===== src/rtl/i2s_dac_tx.sv =====
// Stereo serial DAC transmitter: one-entry sample holding register feeding
// left-justified or I2S framing, with bclk/lrck divided down from clk_48.
module i2s_dac_tx #(
  parameter int SAMPLE_W = 16,
  parameter int FRAME_W  = 32,
  parameter int BCLK_DIV = 4,
  parameter int MODE     = 0
) (
  input  logic                       clk_48,
  input  logic                       reset,
  input  logic signed [SAMPLE_W-1:0] left_in,
  input  logic signed [SAMPLE_W-1:0] right_in,
  input  logic                       in_valid,
  output logic                       in_ready,
  input  logic                       mute,
  output logic                       bclk,
  output logic                       lrck,
  output logic                       sdata,
  output logic                       underrun
);

  localparam int DW = (BCLK_DIV > 2) ? $clog2(BCLK_DIV) : 1;
  localparam int BW = $clog2(2 * FRAME_W);
  localparam logic [DW-1:0] DCNT_LAST = DW'(BCLK_DIV - 1);
  localparam logic [DW-1:0] DCNT_HALF = DW'(BCLK_DIV / 2);
  localparam logic [DW-1:0] DCNT_ONE  = DW'(1);
  localparam logic [BW-1:0] BIT_LAST  = BW'(2 * FRAME_W - 1);
  localparam logic [BW-1:0] BIT_ONE   = BW'(1);
  localparam logic [BW-1:0] SLOT_W    = BW'(FRAME_W);

  logic [DW-1:0]             dcnt_q, dcnt_d;
  logic [BW-1:0]             bitcnt_q, bitcnt_d;
  logic signed [SAMPLE_W-1:0] shl_q, shl_d, shr_q, shr_d;
  logic signed [SAMPLE_W-1:0] hold_l_q, hold_l_d, hold_r_q, hold_r_d;
  logic                      hold_valid_q, hold_valid_d;
  logic                      bclk_q, lrck_q, sdata_q, underrun_q, underrun_d;
  logic                      wrap, load;

  // Serial bit for a given bit-counter position; padding bits are zero.
  function automatic logic slot_bit(input logic [BW-1:0]       bc,
                                    input logic [SAMPLE_W-1:0] l,
                                    input logic [SAMPLE_W-1:0] r);
    logic [SAMPLE_W-1:0] chan;
    int k;
    chan = (bc >= SLOT_W) ? r : l;
    k = int'((bc >= SLOT_W) ? (bc - SLOT_W) : bc) - MODE;
    if (k >= 0 && k < SAMPLE_W) begin
      chan = chan << k;
      slot_bit = chan[SAMPLE_W-1];
    end else begin
      slot_bit = 1'b0;
    end
  endfunction

  always_comb begin
    wrap         = (dcnt_q == DCNT_LAST);
    load         = wrap && (bitcnt_q == BIT_LAST);
    dcnt_d       = wrap ? '0 : dcnt_q + DCNT_ONE;
    bitcnt_d     = bitcnt_q;
    shl_d        = shl_q;
    shr_d        = shr_q;
    hold_l_d     = hold_l_q;
    hold_r_d     = hold_r_q;
    hold_valid_d = hold_valid_q;
    underrun_d   = 1'b0;
    if (wrap) begin
      bitcnt_d = load ? '0 : bitcnt_q + BIT_ONE;
    end
    // The load sees the hold as it was at the start of this cycle, so an
    // accept in the same cycle lands in the next frame, never this one.
    if (load) begin
      hold_valid_d = 1'b0;
      if (hold_valid_q && !mute) begin
        shl_d = hold_l_q;
        shr_d = hold_r_q;
      end else begin
        shl_d = '0;
        shr_d = '0;
      end
      underrun_d = !hold_valid_q;
    end
    if (in_valid && !hold_valid_q) begin
      hold_l_d     = left_in;
      hold_r_d     = right_in;
      hold_valid_d = 1'b1;
    end
  end

  // Outputs are registered from next-state counters so they always reflect
  // the current dcnt/bitcnt, changing together with the bclk falling edge.
  always_ff @(posedge clk_48) begin
    if (reset) begin
      dcnt_q       <= '0;
      bitcnt_q     <= '0;
      shl_q        <= '0;
      shr_q        <= '0;
      hold_valid_q <= 1'b0;
      bclk_q       <= 1'b0;
      lrck_q       <= 1'b0;
      sdata_q      <= 1'b0;
      underrun_q   <= 1'b0;
    end else begin
      dcnt_q       <= dcnt_d;
      bitcnt_q     <= bitcnt_d;
      shl_q        <= shl_d;
      shr_q        <= shr_d;
      hold_valid_q <= hold_valid_d;
      bclk_q       <= (dcnt_d >= DCNT_HALF);
      lrck_q       <= (bitcnt_d >= SLOT_W);
      sdata_q      <= slot_bit(bitcnt_d, shl_d, shr_d);
      underrun_q   <= underrun_d;
    end
  end

  always_ff @(posedge clk_48) begin
    hold_l_q <= hold_l_d;
    hold_r_q <= hold_r_d;
  end

  assign in_ready = ~hold_valid_q;
  assign bclk     = bclk_q;
  assign lrck     = lrck_q;
  assign sdata    = sdata_q;
  assign underrun = underrun_q;

endmodule


===== config.mk =====
export PLATFORM = sky130hd
export DESIGN_NAME = i2s_dac_tx
export DESIGN_NICKNAME = d
export VERILOG_FILES = /design/src/rtl/i2s_dac_tx.sv
export SDC_FILE = /design/constraint.sdc
export NUM_CORES = 1
export LEC_CHECK = 0
export BUFFER_PORTS_ARGS = -buffer_cell sky130_fd_sc_hd__buf_4
export CORE_ASPECT_RATIO = 1.1
export CORE_UTILIZATION = 50
export DETAILED_ROUTE_END_ITERATION = 16
export GPL_ROUTABILITY_DRIVEN = 0
export PLACE_DENSITY_LB_ADDON = 0.1
export SYNTH_ARGS = -nofsm -noshare
export SYNTH_HDL_FRONTEND = slang
export SYNTH_SLANG_ARGS = --single-unit
export TNS_END_PERCENT = 10

===== constraint.sdc =====
create_clock -name clk_48 -period 3.5 [get_ports clk_48]
set_input_delay 0 -clock clk_48 [delete_from_list [all_inputs] [get_ports clk_48]]
set_output_delay 0 -clock clk_48 [all_outputs]
set_load 0.02 [all_outputs]

==> results.toml, run 1 <==
[run_status]
status = "complete, no violations"

[clocking]
numClockSinks = 76
clk_latency_ns = 0.34
cts_tree = "done"
clockBufferDepth = 2
postCtsSetupRepairBufs = 0
cts_buffers = 9
cts_max_level = 3
clk_pin_slew_ns = 0.08
cts-resized-gates = 0
cts_root_buf = "clkbuf_8"

[layout]
diodes = 0
fin_util_pct = 67.4
multiInputGateArea_sq_mm = 0.00111
layout.cells.non_filler = 415
layout.area.seq_sq_mm = 0.00184
drive_gt1_share_pct = 21.3
fin_area_sq_mm = 0.00391
syn2layout_area_growth_pct = 29.3
fin_nets = 371
nFillCells = 465

[timing]
tns_ns = 0
setup_violations = 0
min_period_ns = 2.63
rsz0062_at_grt = "false"
drv_slew = 0
fin_crit_sh_pct = 75.3
fin_worst_skew_ns = 0.0101
worstMarginPinSlew_ns = 0.709
timing.fmax_ghz = 0.380
relSlewSlack_pct = 52.7
finalHoldViolCount = 0

[placed_design]
post-dp-hpwl_mm = 3.54
place_area_sq_mm = 0.00340
dp_cells = 366
io_buffers = 40

[grt]
grt_pass1_vias = 2108
grt_start_max_net_pins = 45
grt_pass1_wl_mm = 9.71
grt.total_usage_pct = 19.6
overflow = 0
antenna_found_initial = 0

[power]
p_comb_share_pct = 7.0
p_int_mw = 1.30
cellPowerDensity_mw_per_mm2 = 429
p_sw_share_pct = 22.6
switchingPower_uw = 379
ir_drop_uv = 311
p_leak_nw = 1.52
seqPwrFrac_pct = 57.2
p_total_mw = 1.68
clock_power_share_pct = 35.8

[yosys]
synth_seq_cells = 76
syn_nets = 297
yosysWarnings = 0
synth_flop_cell = "dfxtp_1"
synth-edff-count = 32
async_flop_share_pct = 0
synth_area_per_cell_sq_um = 11.7
ys_seq_area_share_pct = 60.9
syn_inst = 259
synthesis.area_sq_mm = 0.00303
ys_types = 34

[routing]
wl_met1_mm = 2.53
drcViolationCount = 0
topRoutingLayerUsed = "met4"
wl_met3_um = 194
routed-wl-met2_mm = 2.63
dr.pass1.iters = 4
wl_per_cell_um = 13.1
vias_per_cell = 5.02
routed_wl_mm = 5.44
dr.first_iter.drc_count = 151
ant_nets = 0
via_count = 2085

[floorplanning]
core_sq_mm = 0.00581
rows = 29
fp.dieArea_sq_mm = 0.00637
pin_count = 41
die_w_um = 76.2
die_y_um = 83.6
initial_core_util_pct = 52.1

[setup_path]
cp-startpoint = "dcnt_q[0]"
path_class = "reg -> reg"
crit_top_cell = "a21oi_1"
crit_required_ns = 3.77
cp-end-kind = "register"
cp_max_fo = 24
worstPathCellList = "ha_1, nand4_2, nor2_2, buf_4, and3_1, a21oi_1, mux4_2, a2111o_1, a21oi_1"
startpoint_type = "register"
crit_slowest_cell = "mux4_2"
r2r-start = "dcnt_q[0]"
max_stage_delay_ns = 0.48
timing.critical_path.arrival_ns = 2.90
crit_family = "compound AO/OA/AOI/OAI gates"
critPathBufInv = 1

[hold_path]
hold_path_class = "in -> reg"
min_from = "reset"

[run]
maxCapViolCount = 0
==> registers in the layout, indices dropped and copies added (netlist names) <==
| register | flops |
|---|---|
| shl_q | 16 |
| shr_q | 16 |
| hold_r_q | 16 |
| hold_l_q | 16 |
| dcnt_q | 2 |
| lrck | 1 |
| sdata | 1 |
| bitcnt_q | 6 |
| underrun | 1 |
| hold_valid_q | 1 |
==> kinds of logic after synthesis <==
kind of cell | count (synthesis) | share of synthesized area, %
AND/OR/NAND/NOR | 96 | 16.0
flip-flops | 76 | 60.9
multiplexers | 34 | 12.2
AO/OA/AOI/OAI | 30 | 6.49
buffers and inverters | 18 | 2.77
XOR/XNOR | 3 | 0.868
adder cells (fa/ha/maj) | 2 | 0.827
==> layout make-up <==
type / instances / share of cell area, %
clock buffers: 10 / 3.52
multi-input cells: 165 / 28.3
inverters: 1 / 0.0959
flip-flops and latches: 76 / 47.1
repair buffers: 80 / 17.5
clock inverters: 6 / 1.15
well taps: 77 / 2.46
==> per-layer routing <==
metal,up-vias,track usage [%]
li1,1059,-
met2,43,31.7
met1,974,25.6
met5,-,0
met3,9,3.61
met4,0,8.92
==> worst paths after layout <==
| check | end | slack [ns] | cells past startpoint |
|---|---|---|---|
| worst min-delay path | shl_q[3] | 0.08 | 2 |
| worst max-delay path | sdata | 0.87 | 9 |
| worst min register to register | dcnt_q[0] | 0.44 | 1 |
| worst max register to register | sdata | 0.87 | 9 |
==> per-stage QoR <==
stage / hold WS, ns / setup WS [ns]
3_3_place_gp: 0.178 / 0.913
3_5_place_dp: 0.179 / 0.837
4_1_cts: 0.0772 / 0.805
2_1_floorplan: 0.0989 / 0.981
6_report: 0.0824 / 0.866
5_1_grt: 0.0854 / 0.580
==> layout by cell type (no fill, tap or decap), types with 2 or more instances in the layout <==
| master | count |
|---|---|
| dfxtp_1 | 44 |
| mux2_2 | 3 |
| nor2b_1 | 4 |
| nor3_1 | 2 |
| dlygate4sd3_1 | 33 |
| a21oi_1 | 18 |
| clkbuf_8 | 10 |
| mux4_2 | 2 |
| and2_1 | 17 |
| nor2_1 | 39 |
| edfxtp_1 | 32 |
| and3_1 | 16 |
| nand2_1 | 8 |
| ha_1 | 2 |
| xor2_1 | 2 |
| inv_6 | 2 |
| mux2i_1 | 29 |
| clkinvlp_4 | 3 |
| buf_4 | 47 |
| nand4_1 | 3 |
| a211oi_1 | 5 |
==> synthesized netlist by cell type, types with 3 or more instances <==
library cell	number	area (sq um)
nand4_1	3	18.8
a21oi_1	18	90.1
mux2i_1	29	290
nand2_1	8	30.0
edfxtp_1	32	961
nor2b_1	5	31.3
dfxtp_1	44	881
clkbuf_1	8	30.0
and2_1	17	106
nor2_1	40	150
buf_2	6	30.0
a211oi_1	5	37.5
and3_1	16	100
mux2_2	3	33.8
==> power by group through the flow <==
stage               sequential [mW]  combinational [mW]  clock (mW)
floorplan                     0.981              0.0408           0
global placement              0.981              0.0866           0
detailed placement            0.981              0.0892           0
CTS                           0.960               0.119       0.618
global route                  0.963               0.128       0.657
finish                        0.959               0.117       0.602
==> what timing repair did <==
action	4_1_cts	5_1_grt
setup endpoints to repair	0	0
hold buffers	33	0
hold endpoints to repair	33	0
(Power assumes the default switching activity.)
==> run 2, diff against run 1 <==
clock period = 2.5 ns   (was 3.5 ns; I/O delays follow)
==> results.toml, run 2 (synthesis gave the netlist of run 1 again) <==
[timing]
worstMarginPinSlew_ns = 0.505
drv_slew = 0
tns_ns = 0
fin_worst_skew_ns = 0.00961
timing.fmax_ghz = 0.424
relSlewSlack_pct = 66.2
fin_crit_sh_pct = 94.2
rsz0062_at_grt = "false"
min_period_ns = 2.36
setup_violations = 0
finalHoldViolCount = 0

[placed_design]
place_area_sq_mm = 0.00347
post-dp-hpwl_mm = 3.60
io_buffers = 40

[setup_path]
r2r-start = "dcnt_q[1]"
cp-startpoint = "dcnt_q[1]"
cp-end-kind = "register"
crit_required_ns = 2.78
cp_max_fo = 6
timing.critical_path.arrival_ns = 2.64
startpoint_type = "register"
path_class = "reg -> reg"

[clocking]
clockBufferDepth = 2
clk_latency_ns = 0.35
cts_max_level = 3
cts_root_buf = "clkbuf_8"
cts_buffers = 9
clk_pin_slew_ns = 0.08
cts_tree = "done"
numClockSinks = 76

[floorplanning]
die_w_um = 76.2
pin_count = 41
rows = 29
fp.dieArea_sq_mm = 0.00637
core_sq_mm = 0.00581
die_y_um = 83.6
initial_core_util_pct = 52.1

[power]
seqPwrFrac_pct = 52.8
p_leak_nw = 1.60
switchingPower_uw = 522
p_comb_share_pct = 7.0
p_sw_share_pct = 20.5
p_total_mw = 2.55
ir_drop_uv = 518
cellPowerDensity_mw_per_mm2 = 626
clock_power_share_pct = 40.2
p_int_mw = 2.02

[layout]
diodes = 0
nFillCells = 435
drive_gt1_share_pct = 23.9
syn2layout_area_growth_pct = 34.4
fin_nets = 381
layout_common_cells = "buf_4 (54), dfxtp_1 (43), nor2_1 (39)"
final_common_cell = "buf_4"
fin_area_sq_mm = 0.00407

[grt]
antenna_found_initial = 0
grt_start_max_net_pins = 45
grt.total_usage_pct = 20.4
overflow = 0
grt_pass1_vias = 2212
grt_pass1_wl_mm = 9.92

[run_status]
status = "complete, no violations"

[hold_path]
min_from = "reset"
hold_path_class = "in -> reg"

[routing]
drcViolationCount = 0
dr.pass1.iters = 4
dr.first_iter.drc_count = 109
via_count = 2143
routed_wl_mm = 5.91
ant_nets = 0
vias_per_cell = 5.04
wl_per_cell_um = 13.9

[run]
maxCapViolCount = 0
==> run 2: final cells by class <==
cell class                 instances  area (sq um)  area share, %
clock inverter                     4          72.6           1.78
multi-input combinational        165          1130           27.7
timing repair buffer              90           778           19.1
clock buffer                      12           145           3.57
tap                               77          96.3           2.37
sequential                        76          1840           45.3
inverter                           1          3.75         0.0923
==> run 2: final timing paths <==
path               endpoint  slack (ns)  cells past startpoint
setup / recovery      sdata        0.14                      9
hold / removal     shr_q[8]        0.08                      2
setup reg to reg      sdata        0.14                      9
hold reg to reg   shr_q[14]        0.47                      2
==> run 2: power groups by stage <==
stage	Sequential, mW	Combinational, mW	Clock, mW
final	1.34	0.179	1.02
after global placement	1.37	0.132	0
after floorplan	1.37	0.0572	0
after detailed placement	1.37	0.136	0
after CTS	1.34	0.178	1.04
after global routing	1.35	0.193	1.09
==> run 2: repair_timing <==
| action | CTS | global route |
|---|---|---|
| pin swaps | 0 | 2 |
| endpoints found under the hold margin | 33 | 0 |
| gates resized for setup | 1 | 6 |
| setup buffers | 0 | 2 |
| endpoints found under the setup margin | 1 | 1 |
| hold buffers | 33 | 0 |
==> run 2: critical path: stages, from the launching register on <==
cell and delay, ns:
dfxtp_1 0.38, ha_4 0.19, nand4_1 0.21, o31ai_4 0.34, buf_6 0.17, mux2i_1 0.23
mux2_2 0.18, o22ai_1 0.07, a2111o_1 0.38, a21oi_1 0.14
==> run 2: stage by stage <==
stage | util, % | std cells | setup slack, ns | hold WS [ns]
floorplan | - | 259 | 0.0357 | 0.0989
global placement | 59.8 | 374 | 0.0823 | 0.178
detailed placement | 59.8 | 374 | 0.0345 | 0.179
CTS | 69.3 | 423 | 0.0259 | 0.0712
global route | 70.0 | 425 | 0.00538 | 0.0870
finish | 70.0 | 425 | 0.144 | 0.0807
==> run 2: per-layer routing <==
metal | vias up | global-route usage, % | wire length (um)
li1 | 1080 | - | -
met2 | 44 | 34.5 | 2940
met4 | 0 | 11.2 | 127
met3 | 14 | 4.81 | 175
met1 | 1005 | 24.1 | 2660
met5 | - | 0 | 0
==> run 3, diff against run 2 <==
GPL_TIMING_DRIVEN = 0   (was not set)
==> results.toml, run 3 (synthesis gave the netlist of run 1 again) <==
[routing]
via_count = 2181
wl_per_cell_um = 14.3
vias_per_cell = 5.07
routed_wl_mm = 6.13
dr.first_iter.drc_count = 57
ant_nets = 0
dr.pass1.iters = 4
drcViolationCount = 0

[timing]
timing.fmax_ghz = 0.424
layout_setup_ws_ns = 0.139
rsz0062_at_grt = "false"
drv_slew = 0
setup_violations = 0
fin_worst_skew_ns = 0.00718
worstMarginPinSlew_ns = 0.884
relSlewSlack_pct = 40.9
fin_crit_sh_pct = 94.4
finalHoldViolCount = 0
tns_ns = 0
min_period_ns = 2.36

[grt]
grt.total_usage_pct = 20.4
antenna_found_initial = 0
grt_pass1_wl_mm = 9.87
grt_start_max_net_pins = 33
use_met3_pct = 4.15
grt_util_met1_pct = 24.5
overflow = 0
grt_util_met2_pct = 34.0
top_usage_layer = "met2"
grt_pass1_vias = 2140

[setup_path]
critPathBufInv = 1
timing.critical_path.arrival_ns = 2.64
cp-end-kind = "register"
crit_family = "simple AND/OR/NAND/NOR gates"
cp_max_fo = 10
path_class = "reg -> reg"
crit_required_ns = 2.78
crit_slowest_cell = "mux4_2"
worstPathCellList = "ha_2, nand4_4, nor2_4, clkbuf_4, and3_1, a21oi_1, mux4_2, nand3_1, nand4_1, a21oi_2"
max_stage_delay_ns = 0.48
startpoint_type = "register"

[floorplanning]
initial_core_util_pct = 52.1
pin_count = 41
fp.dieArea_sq_mm = 0.00637
die_y_um = 83.6
rows = 29
die_w_um = 76.2
core_sq_mm = 0.00581

[power]
cellPowerDensity_mw_per_mm2 = 630
ir_drop_uv = 504
p_leak_nw = 1.62
p_total_mw = 2.61

[run_status]
status = "complete, no violations"

[clocking]
cts_max_level = 3
cts_root_buf = "clkbuf_8"
clk_latency_ns = 0.35
clockBufferDepth = 2
clk_pin_slew_ns = 0.08
cts_tree = "done"
numClockSinks = 76
cts_buffers = 9

[layout]
fin_util_pct = 71.4
syn2layout_area_growth_pct = 37.0
fin_area_sq_mm = 0.00415
diodes = 0
nFillCells = 411
layout_common_cells = "buf_4 (46), nor2_1 (39), dfxtp_1 (39)"
fin_nets = 386
drive_gt1_share_pct = 26.1
final_common_cell = "buf_4"

[placed_design]
place_area_sq_mm = 0.00343
post-dp-hpwl_mm = 3.69
preCtsSetupSlack_ns = -0.179
io_buffers = 39

[hold_path]
hold_path_class = "in -> reg"

[run]
maxCapViolCount = 0
==> run 3: layout make-up <==
cell class                      count  area (sq um)  share of cell area [%]
Clock buffer                       10           128                    3.08
Sequential cell                    76          1850                    44.6
Tap cell                           77          96.3                    2.32
Inverter                            1          3.75                  0.0905
Clock inverter                      6           103                    2.47
Multi-Input combinational cell    165          1170                    28.3
Timing Repair Buffer               79           682                    16.4
Buffer                             16           111                    2.69
==> run 3: metal layers <==
metal,vias to the layer above,routed length (um)
met5,-,0
met3,12,186
li1,1091,-
met4,0,127
met2,48,3020
met1,1030,2790
==> run 3: through the flow <==
step,hold slack (ns),instances
after floorplan,0.0989,259
after global placement,0.178,375
after detailed placement,0.179,375
after CTS,0.347,427
after global routing,0.361,430
final,0.346,430
==> run 3: worst paths after layout <==
path | from | end | slack (ns) | depth (start not counted)
setup / recovery | bitcnt_q[0] | sdata | 0.14 | 10
hold / removal | mute | shl_q[7] | 0.35 | 5
setup reg to reg | bitcnt_q[0] | sdata | 0.14 | 10
hold reg to reg | dcnt_q[0] | dcnt_q[0] | 0.41 | 1
==> run 3: where the power goes <==
part / internal, mW / total, mW / switching [mW] / leakage (nW)
combinational: 0.105 / 0.183 / 0.0785 / 0.845
sequential: 1.33 / 1.35 / 0.0126 / 0.662
clock: 0.655 / 1.08 / 0.429 / 0.115
==> run 3: worst register-to-register path, delay by kind of cell, from the launching register on <==
kind / cells / cell delay (ns)
compound gates: 2 / 0.23
fa+ha+maj: 1 / 0.24
buf+inv: 1 / 0.23
flops: 1 / 0.40
mux: 1 / 0.48
simple gates: 5 / 0.71
==> run 3: timing repair <==
action                                  4_1_cts  5_1_grt
gates cloned                                  0        0
resized for setup                            11       24
pin swaps                                     2        4
hold buffers                                 34        0
endpoints found under the hold margin        36        0
buffers inserted                              3        3
endpoints found under the setup margin        1        1
